==> config.mk <==
export PLATFORM = sky130hd
export DESIGN_NAME = uart_tx_arbiter
export DESIGN_NICKNAME = d
export VERILOG_FILES = /design/src/rtl/uart_tx_arbiter.sv
export SDC_FILE = /design/constraint.sdc
export NUM_CORES = 1
export LEC_CHECK = 0
export ABC_AREA = 1
export BUFFER_PORTS_ARGS = -buffer_cell sky130_fd_sc_hd__buf_2
export CORE_MARGIN = 10
export CORE_UTILIZATION = 45
export CTS_CLUSTER_SIZE = 28
export DETAILED_ROUTE_END_ITERATION = 16
export PLACE_DENSITY = 0.7
export SLEW_MARGIN = 40
export SYNTH_ARGS = -nofsm -noshare
export SYNTH_HDL_FRONTEND = slang
export SYNTH_SLANG_ARGS = --single-unit
==> constraint.sdc <==
create_clock -name clk -period 2.49 [get_ports clk]
set_input_delay 0.498 -clock clk [delete_from_list [all_inputs] [get_ports clk]]
set_output_delay 0.498 -clock clk [all_outputs]
set_load 0.01 [all_outputs]
==> src/rtl/uart_tx_arbiter.sv <==
// uart_tx_arbiter: shares one uart_tx between two byte requesters, round-robin with per-requester lock.
// Latency: txbegin in the 2nd cycle after a request is seen idle; ack in the cycle after txbusy is first seen low.
// Backpressure: requests wait in IDLE while txbusy is high; req must be held until ack.
// Ports: req/data/lock in, ack out (per requester); txdata/txbegin out, txbusy in (to uart_tx);
//        grant out (one-hot owner, 00 when free); err out (start timeout, pulses with ack).
module uart_tx_arbiter #(
  parameter int TIMEOUT = 4
) (
  input  logic       clk,
  input  logic       rst_n,
  input  logic       req0,
  input  logic [7:0] data0,
  input  logic       lock0,
  output logic       ack0,
  input  logic       req1,
  input  logic [7:0] data1,
  input  logic       lock1,
  output logic       ack1,
  output logic [7:0] txdata,
  output logic       txbegin,
  input  logic       txbusy,
  output logic [1:0] grant,
  output logic       err
);

  typedef enum logic [2:0] {IDLE, LAUNCH, WAITBUSY, SENDING, DONE} state_t;

  state_t     state;
  logic       rr;        // last serviced requester; the other one wins a tie
  logic [7:0] cnt;       // cycles left for txbusy to rise after txbegin

  logic owner;
  logic own_req;
  logic own_lock;
  logic win_sel;
  logic win_vld;

  // Owner is only meaningful while grant is non-zero; grant[1] selects requester 1.
  always_comb begin
    owner    = grant[1];
    own_req  = owner ? req1 : req0;
    own_lock = owner ? lock1 : lock0;
    win_sel  = 1'b0;
    win_vld  = 1'b0;
    if (grant != 2'b00) begin
      // Locked: nobody but the owner can be launched.
      win_sel = owner;
      win_vld = own_req && !txbusy;
    end else begin
      win_sel = (req0 && req1) ? ~rr : req1;
      win_vld = (req0 || req1) && !txbusy;
    end
  end

  always_ff @(posedge clk or negedge rst_n) begin
    if (!rst_n) begin
      state   <= IDLE;
      txbegin <= 1'b0;
      txdata  <= 8'h00;
      ack0    <= 1'b0;
      ack1    <= 1'b0;
      err     <= 1'b0;
      grant   <= 2'b00;
      rr      <= 1'b1;
      cnt     <= 8'd0;
    end else begin
      // Pulses default low; each is raised only on entry to the state that owns it.
      txbegin <= 1'b0;
      ack0    <= 1'b0;
      ack1    <= 1'b0;
      err     <= 1'b0;
      case (state)
        IDLE: begin
          if (win_vld) begin
            grant   <= win_sel ? 2'b10 : 2'b01;
            txdata  <= win_sel ? data1 : data0;
            txbegin <= 1'b1;
            cnt     <= 8'(TIMEOUT);
            state   <= LAUNCH;
          end else if (grant != 2'b00 && !own_req && !own_lock) begin
            // Owner gave up its lock without another byte: free the grant,
            // arbitration resumes in the next IDLE cycle.
            grant <= 2'b00;
            rr    <= owner;
          end
        end
        LAUNCH: begin
          state <= WAITBUSY;
        end
        WAITBUSY: begin
          if (txbusy) begin
            state <= SENDING;
          end else if (cnt <= 8'd1) begin
            cnt   <= 8'd0;
            ack0  <= !owner;
            ack1  <= owner;
            err   <= 1'b1;
            state <= DONE;
          end else begin
            cnt <= cnt - 8'd1;
          end
        end
        SENDING: begin
          // Frame length belongs to uart_tx, so no timeout here.
          if (!txbusy) begin
            ack0  <= !owner;
            ack1  <= owner;
            state <= DONE;
          end
        end
        DONE: begin
          // Lock is sampled here, before the requester updates it on this edge.
          if (!own_lock) begin
            grant <= 2'b00;
            rr    <= owner;
          end
          state <= IDLE;
        end
        default: state <= IDLE;
      endcase
    end
  end

endmodule

==> impl_metrics.yaml, run 1 <==
placement:
  pre_cts_ws_ps: 906.8
  dpl_cell_area_sq_mm: 0.001652
  gp_congestion: 0.8265
  dpl.hpwl_um: 2372
  portBuffers: 36
setup_path:
  cp_max_fo: 6
  reg2reg_to: "ack0"
  r2r_start: "cnt[0]"
  endpoint_kind: "flip-flop"
  endpoint: "ack0"
  rrSetupSlack_ps: 900
  start_kind: "flip-flop"
  ff2ff_path_depth: 7
  crit_start: "cnt[0]"
  critPathRequiredTime_ps: 2750
  critical_path_class: "reg -> reg"
  crit_arrival_ps: 1840
drt:
  wirelength_um: 2984
  viasPerCell: 4.830
  drc: 0
  final_antenna_net_count: 0
  first_pass_iters: 4
  wire_per_inst_um: 11.30
  vias: 1275
  drt_iter0_markers: 88
finish:
  finalInstanceArea_sq_mm: 0.001688
  final_cell_mix: "nand2_1, buf_2, dfrtp_1"
  drive_above_1_share_pct: 25.91
  finalNetCount: 246
  areaGrowthSynthToFinish_pct: 18.23
  num-fill-cells: 302
  seq_area_sq_um: 651.9
  antenna_cells: 0
  final_common_cell: "nand2_1"
  multi_input_area_sq_um: 689.4
timing:
  fin_crit_sh_pct: 63.70
  final-setup-viol-count: 0
  timing.fmax_ghz: 0.6304
  setup_ws_ps: 903.8
  tightestPinTransition_ps: 556.8
  skew_ps: 7.892
  relSlewSlack_pct: 62.88
  rsz0062_at_grt: "false"
  final.min_clock_period_ps: 1586
  slew_violations: 0
  finalHoldViolCount: 0
  setup_tns_ps: 0
die:
  start_util_pct: 46.76
  dieArea_sq_mm: 0.005826
  fp.dieH_um: 76.33
  core_area_sq_mm: 0.003053
  die_x_um: 76.33
  ios: 37
  rows: 20
clock_network:
  cts_sinks: 26
  h-tree-depth: 1
  cts_resized: 0
  cts_buffers: 3
  clk_pin_slew_ps: 140
  cts_buffer_depth: 2
  insertion_delay_ps: 310
  cts_hold_buf: 0
  tritoncts: "built"
  cts_setup_buffers: 0
  cts_root_buf: "clkbuf_4"
hold_path:
  hp-class: "in -> async"
synth:
  synthCells: 181
  muxShareOfSynthArea_pct: 0
  synth_cell_types: 28
  synth_compound_area_share_pct: 9.115
  ys_warn_count: 0
  synth-xor-area-share_pct: 1.840
  syn_nets: 206
  synth_seq_area_share_pct: 45.66
  synth_area_per_cell_sq_um: 7.887
  synth_top_family_by_area: "simple AND/OR/NAND/NOR gates"
  synth-adder-area-share_pct: 1.753
  yosys.area_share.simple_pct: 35.58
  synth.ff_latch_count: 26
  syn_area_sq_mm: 0.001428
status:
  run_status: "finished, final reports clean"
global_route:
  antenna_found_initial: 0
  grt_pass1_wl_um: 5264
  grt_max_degree: 27
  grt_pass1_vias: 1200
  grt_use_total_pct: 10.34
  grt.overflow.total: 0
pwr:
  power.leakage_nw: 0.9057
  ir_drop_mv: 0.4808
  power_density_mw_per_mm2: 1280
flow_run:
  maxCapViolCount: 0
[power breakdown]
| group | internal [mW] | switching (mW) |
|---|---|---|
| sequential | 0.609 | 0.146 |
| clock | 0.0893 | 0.118 |
| combinational | 0.447 | 0.751 |
[worst min-delay path by stage]
stage,to
4_1_cts,cnt[7]
3_3_place_gp,rr
3_5_place_dp,rr
6_report,cnt[7]
2_1_floorplan,ack0
5_1_grt,cnt[6]
[metrics by stage]
step                power (mW)  util (%)  hold slack [ps]  instances
CTS                      2.183     55.29            161.0        264
finish                   2.160     55.29            145.4        264
global placement         1.957     54.10            464.4        260
global route             2.411     55.29            173.1        264
floorplan                1.662         -            202.4        181
detailed placement       1.969     54.10            469.6        260
[layout make-up]
cell class	instances	share of cell area [%]
Multi-Input combinational cell	134	40.85
Sequential cell	26	38.62
Timing Repair Buffer	36	10.67
Inverter	20	4.448
Tap cell	44	3.262
Clock buffer	4	2.150
[per-layer routing]
metal,GRT usage [%],routed length (um)
met1,13.11,1408
met2,15.39,1247
met3,5.425,307
met4,1.673,21
met5,0,0
[worst max-delay path: stages, from the launching register on]
cell	delay [ps]
dfrtp_1	410
inv_1	130
ha_1	230
or2_0	120
nand4_1	120
nand2_1	200
nand4_1	170
nor2_1	130
[synth_stat cells, drive strengths merged]
library cell   n  area share (%)
a21oi          1             1.1
a31oi          1            0.44
and2           1            0.44
buf            1            0.79
dfrtp         25              44
dfstp          1             1.8
ha             2             1.8
inv           20             5.3
nand2         64              18
nand3         20             7.4
nand4          5             2.2
nor2          18             6.4
nor3           2            0.70
o211ai         1            0.53
o21a           8             4.2
o21ai          4             1.4
o21bai         1            0.53
o22ai          2            0.88
or2            1            0.44
xnor2          1            0.61
xor2           2             1.2
[flip-flops by register name, indices dropped and copies added, names as in the netlist]
| signal | cells |
|---|---|
| state | 3 |
| txdata | 8 |
| ack1 | 1 |
| err | 1 |
| ack0 | 1 |
| cnt | 8 |
| txbegin | 1 |
| rr | 1 |
| grant | 2 |
[cell families (layout without fill, tap and decap cells)]
family,after synthesis,in the layout
fa+ha+maj,2,2
xor+xnor,3,3
buf+inv,21,60
flops,26,26
compound gates,18,18
simple gates,111,111
Note: power is estimated with default switching activity, not from simulation.
==> inputs of run 2 (changes only) <==
==> constraint.sdc (replaced) <==
create_clock -name clk -period 1.65 [get_ports clk]
set_input_delay 0.33 -clock clk [delete_from_list [all_inputs] [get_ports clk]]
set_output_delay 0.33 -clock clk [all_outputs]
set_load 0.01 [all_outputs]
==> impl_metrics.yaml, run 2 (synthesis gave the netlist of run 1 again) <==
global_route:
  top_usage_layer: "met2"
  grt_pass1_vias: 1228
  grtUsageMet1_pct: 13.29
  use_met2_pct: 15.05
  grt.overflow.total: 0
  grt_use_total_pct: 10.27
  grt.met3_usage_pct: 3.892
  grt_max_degree: 27
  grt_pass1_wl_um: 5195
  antenna_found_initial: 0
timing:
  slew_violations: 0
  finalHoldViolCount: 25
  final-setup-viol-count: 0
  timing.fmax_ghz: 0.6467
  hold_slack_ps: -17.77
  setup_tns_ps: 0
  skew_ps: 1.851
  relSlewSlack_pct: 63.35
  fin_crit_sh_pct: 93.72
  tightestPinTransition_ps: 549.8
  final.min_clock_period_ps: 1546
setup_path:
  endpoint_kind: "flip-flop"
  reg2reg_to: "ack0"
  cp_max_fo: 6
  cp_cell_sequence: "inv_2, ha_2, or2_0, nand4_1, nand2_2, nand4_1, nor2_1"
  slowest_delay_ps: 430
  cpMaxStageDelayCell: "dfrtp_1"
  path_common_cell: "nand4_1"
  start_kind: "flip-flop"
  critPathRequiredTime_ps: 1900
  critical_path_class: "reg -> reg"
  rrSetupSlack_ps: 100
  cp_num_buf_inv: 1
  ff2ff_path_depth: 7
  crit_arrival_ps: 1790
  path_delay_family: "simple AND/OR/NAND/NOR gates"
  r2r_start: "cnt[0]"
status:
  violations: "hold timing"
  run_status: "complete, but fails checks"
finish:
  layoutNonFillerInstCount: 264
  reg.largest.list: "cnt (8), txdata (8), state (3)"
  num-fill-cells: 326
  antenna_cells: 0
  areaGrowthSynthToFinish_pct: 18.58
  final_cell_mix: "nand2_1, buf_2, dfrtp_1"
  final_common_cell: "nand2_1"
  finalNetCount: 246
  drive_above_1_share_pct: 27.27
clock_network:
  cts_sinks: 26
  tritoncts: "built"
  insertion_delay_ps: 310
  cts_root_buf: "clkbuf_4"
  cts_buffer_depth: 2
  h-tree-depth: 1
  clk_pin_slew_ps: 130
  cts_buffers: 3
drt:
  drt_iter0_markers: 88
  final_antenna_net_count: 0
  vias: 1266
  first_pass_iters: 4
  wirelength_um: 3007
  drc: 0
  viasPerCell: 4.795
  wire_per_inst_um: 11.39
die:
  dieArea_sq_mm: 0.005826
  ios: 37
  fp.dieH_um: 76.33
  start_util_pct: 46.76
  die_x_um: 76.33
  rows: 20
  core_area_sq_mm: 0.003053
placement:
  dpl.hpwl_um: 2394
  gp_congestion: 0.8871
  portBuffers: 36
  dpl.cell_count: 260
pwr:
  power_density_mw_per_mm2: 1933
  power.leakage_nw: 0.9044
  ir_drop_mv: 0.8752
  p_total_mw: 3.273
flow_run:
  maxCapViolCount: 0
hold_path:
  hp-class: "in -> async"
==> run 2: stage by stage <==
| step | util (%) | hold WS (ps) | worst slack (ps) | cell area [sq um] |
|---|---|---|---|---|
| 6_report | 55.45 | -17.77 | 103.6 | 1693 |
| 5_1_grt | 55.45 | 5.955 | -35.59 | 1693 |
| 4_1_cts | 55.29 | 1.598 | 43.78 | 1688 |
| 3_5_place_dp | 54.10 | 363.8 | 74.66 | 1652 |
| 3_3_place_gp | 54.10 | 358.2 | 164.1 | 1652 |
| 2_1_floorplan | - | 34.41 | 278.6 | 1428 |
==> run 2: metal layers <==
metal	wire, um	share of wire [%]
met1	1480	49
met2	1256	42
met3	248	8.2
met4	21	0.70
met5	0	0
==> run 2: what timing repair did <==
| action | in CTS | in global routing |
|---|---|---|
| buffers inserted | 0 | 0 |
| hold buffers | 0 | 0 |
| gates resized for setup | 0 | 3 |
| endpoints found under the setup margin | 0 | 8 |
==> run 2: cell type report <==
| class | count | area, sq um | area share, % |
|---|---|---|---|
| Multi-Input combinational cell | 134 | 694.4 | 41.02 |
| Sequential cell | 26 | 651.9 | 38.51 |
| Timing Repair Buffer | 36 | 180.2 | 10.64 |
| Inverter | 20 | 75.07 | 4.435 |
| Tap cell | 44 | 55.05 | 3.252 |
| Clock buffer | 4 | 36.28 | 2.143 |
==> run 2: where the power goes <==
part | internal (mW) | switching (mW)
clock | 0.135 | 0.179
combinational | 0.679 | 1.14
sequential | 0.919 | 0.219
total | 1.73 | 1.54
==> run 2: how the worst max path moves through the flow <==
stage | startpoint | end | slack (ps) | cells after the start
6_report | cnt[0] | ack0 | 100 | 7
2_1_floorplan | cnt[0] | ack0 | 280 | 7
3_3_place_gp | cnt[0] | ack0 | 160 | 7
5_1_grt | cnt[0] | ack0 | -40 | 7
4_1_cts | cnt[0] | ack0 | 40 | 7
3_5_place_dp | cnt[0] | ack0 | 70 | 7
==> inputs of run 3 (changes only) <==
==> constraint.sdc (replaced) <==
create_clock -name clk -period 1.9 [get_ports clk]
set_input_delay 0.38 -clock clk [delete_from_list [all_inputs] [get_ports clk]]
set_output_delay 0.38 -clock clk [all_outputs]
set_load 0.01 [all_outputs]
==> impl_metrics.yaml, run 3 (synthesis gave the netlist of run 1 again) <==
die:
  rows: 20
  ios: 37
  core_area_sq_mm: 0.003053
  dieArea_sq_mm: 0.005826
  start_util_pct: 46.76
  die_x_um: 76.33
  fp.dieH_um: 76.33
drt:
  final_antenna_net_count: 0
  drt_iter0_markers: 84
  route.met2.wl_um: 1178
  first_pass_iters: 4
  wire_per_inst_um: 11.07
  dr_wl_met3_um: 235
  wirelength_um: 2923
  vias: 1252
  highest_layer: "met4"
  drc: 0
  wl_met1_um: 1497
  viasPerCell: 4.742
clock_network:
  cts_hold_buf: 0
  h-tree-depth: 1
  cts_buffers: 3
  clk_pin_slew_ps: 140
  cts_sinks: 26
  cts_buffer_depth: 2
  insertion_delay_ps: 310
  cts_setup_buffers: 0
  cts_resized: 0
  tritoncts: "built"
  cts_root_buf: "clkbuf_4"
timing:
  setup_ws_ps: 299.2
  skew_ps: 2.290
  rsz0062_at_grt: "false"
  slew_violations: 0
  relSlewSlack_pct: 61.75
  tightestPinTransition_ps: 573.7
  timing.fmax_ghz: 0.6247
  setup_tns_ps: 0
  final-setup-viol-count: 0
  fin_crit_sh_pct: 84.25
  final.min_clock_period_ps: 1601
  finalHoldViolCount: 0
finish:
  areaGrowthSynthToFinish_pct: 19.37
  reg.largest.list: "cnt (8), txdata (8), state (3)"
  finalNetCount: 246
  utilization_pct: 55.82
  final_common_cell: "nand2_1"
  layoutNonFillerInstCount: 264
  drive_above_1_share_pct: 25.91
  antenna_cells: 0
  final_cell_mix: "nand2_1, buf_2, dfrtp_1"
global_route:
  grt.overflow.total: 0
  grt_pass1_wl_um: 5023
  grt_max_degree: 27
  antenna_found_initial: 0
  grt_use_total_pct: 9.844
  grt_pass1_vias: 1146
pwr:
  power_density_mw_per_mm2: 1711
  power.leakage_nw: 0.9126
  ir_drop_mv: 0.7209
  p_total_mw: 2.915
setup_path:
  reg2reg_to: "ack0"
  crit_start: "cnt[0]"
  start_kind: "flip-flop"
  critical_path_class: "reg -> reg"
  crit_arrival_ps: 1850
  rrSetupSlack_ps: 300
  cp_max_fo: 6
  critPathRequiredTime_ps: 2150
  endpoint_kind: "flip-flop"
  r2r_start: "cnt[0]"
  ff2ff_path_depth: 7
hold_path:
  hp-class: "in -> async"
placement:
  portBuffers: 36
  gp_congestion: 0.8872
  dpl.cell_count: 260
  pre_cts_ws_ps: 329.6
  dpl.hpwl_um: 2327
flow_run:
  maxCapViolCount: 0
status:
  run_status: "finished, final reports clean"
## run 3: cell types whose count changed in the layout (fill, tap and decap cells not counted), sizes merged
cell	before	now
clkbuf	4	3
bufinv	0	1
## run 3: worst max path at each step
stage / endpoint / slack [ps] / cells past startpoint
final: ack0 / 300 / 7
after global routing: ack0 / 120 / 7
after CTS: ack0 / 290 / 7
after detailed placement: ack0 / 330 / 7
after global placement: ack0 / 410 / 7
after floorplan: ack0 / 530 / 7
## run 3: cell type report
type                    count  area [sq um]
fillers                   308          1349
inverters                  20         75.07
clock inverters             1         30.03
clock buffers               3         22.52
flip-flops and latches     26         651.9
multi-input cells         134         689.4
repair buffers             36         180.2
well taps                  44         55.05
## run 3: per-layer routing
metal | global-route usage, % | up-vias
met3 | 4.009 | 2
met1 | 13.45 | 551
li1 | - | 663
met2 | 13.78 | 36
met4 | 2.788 | 0
met5 | 0 | -
## run 3: where the power goes
| part | internal, mW | leakage [nW] | switching (mW) |
|---|---|---|---|
| clock network | 0.213 | 0.0279 | 0.162 |
| logic | 0.584 | 0.560 | 0.977 |
| registers | 0.797 | 0.325 | 0.181 |
## run 3: stage by stage
| stage | hold slack, ps | instance area [sq um] |
|---|---|---|
| global placement | 407.2 | 1652 |
| floorplan | 84.41 | 1428 |
| detailed placement | 415.5 | 1652 |
| CTS | 50.38 | 1704 |
| global route | 59.59 | 1704 |
| finish | 38.05 | 1704 |
## run 3: worst max-delay path: stages (launching register included)
cell,delay (ps)
dfrtp_1,430
inv_1,140
ha_1,240
or2_0,120
nand4_1,110
nand2_1,200
nand4_1,170
nor2_1,140
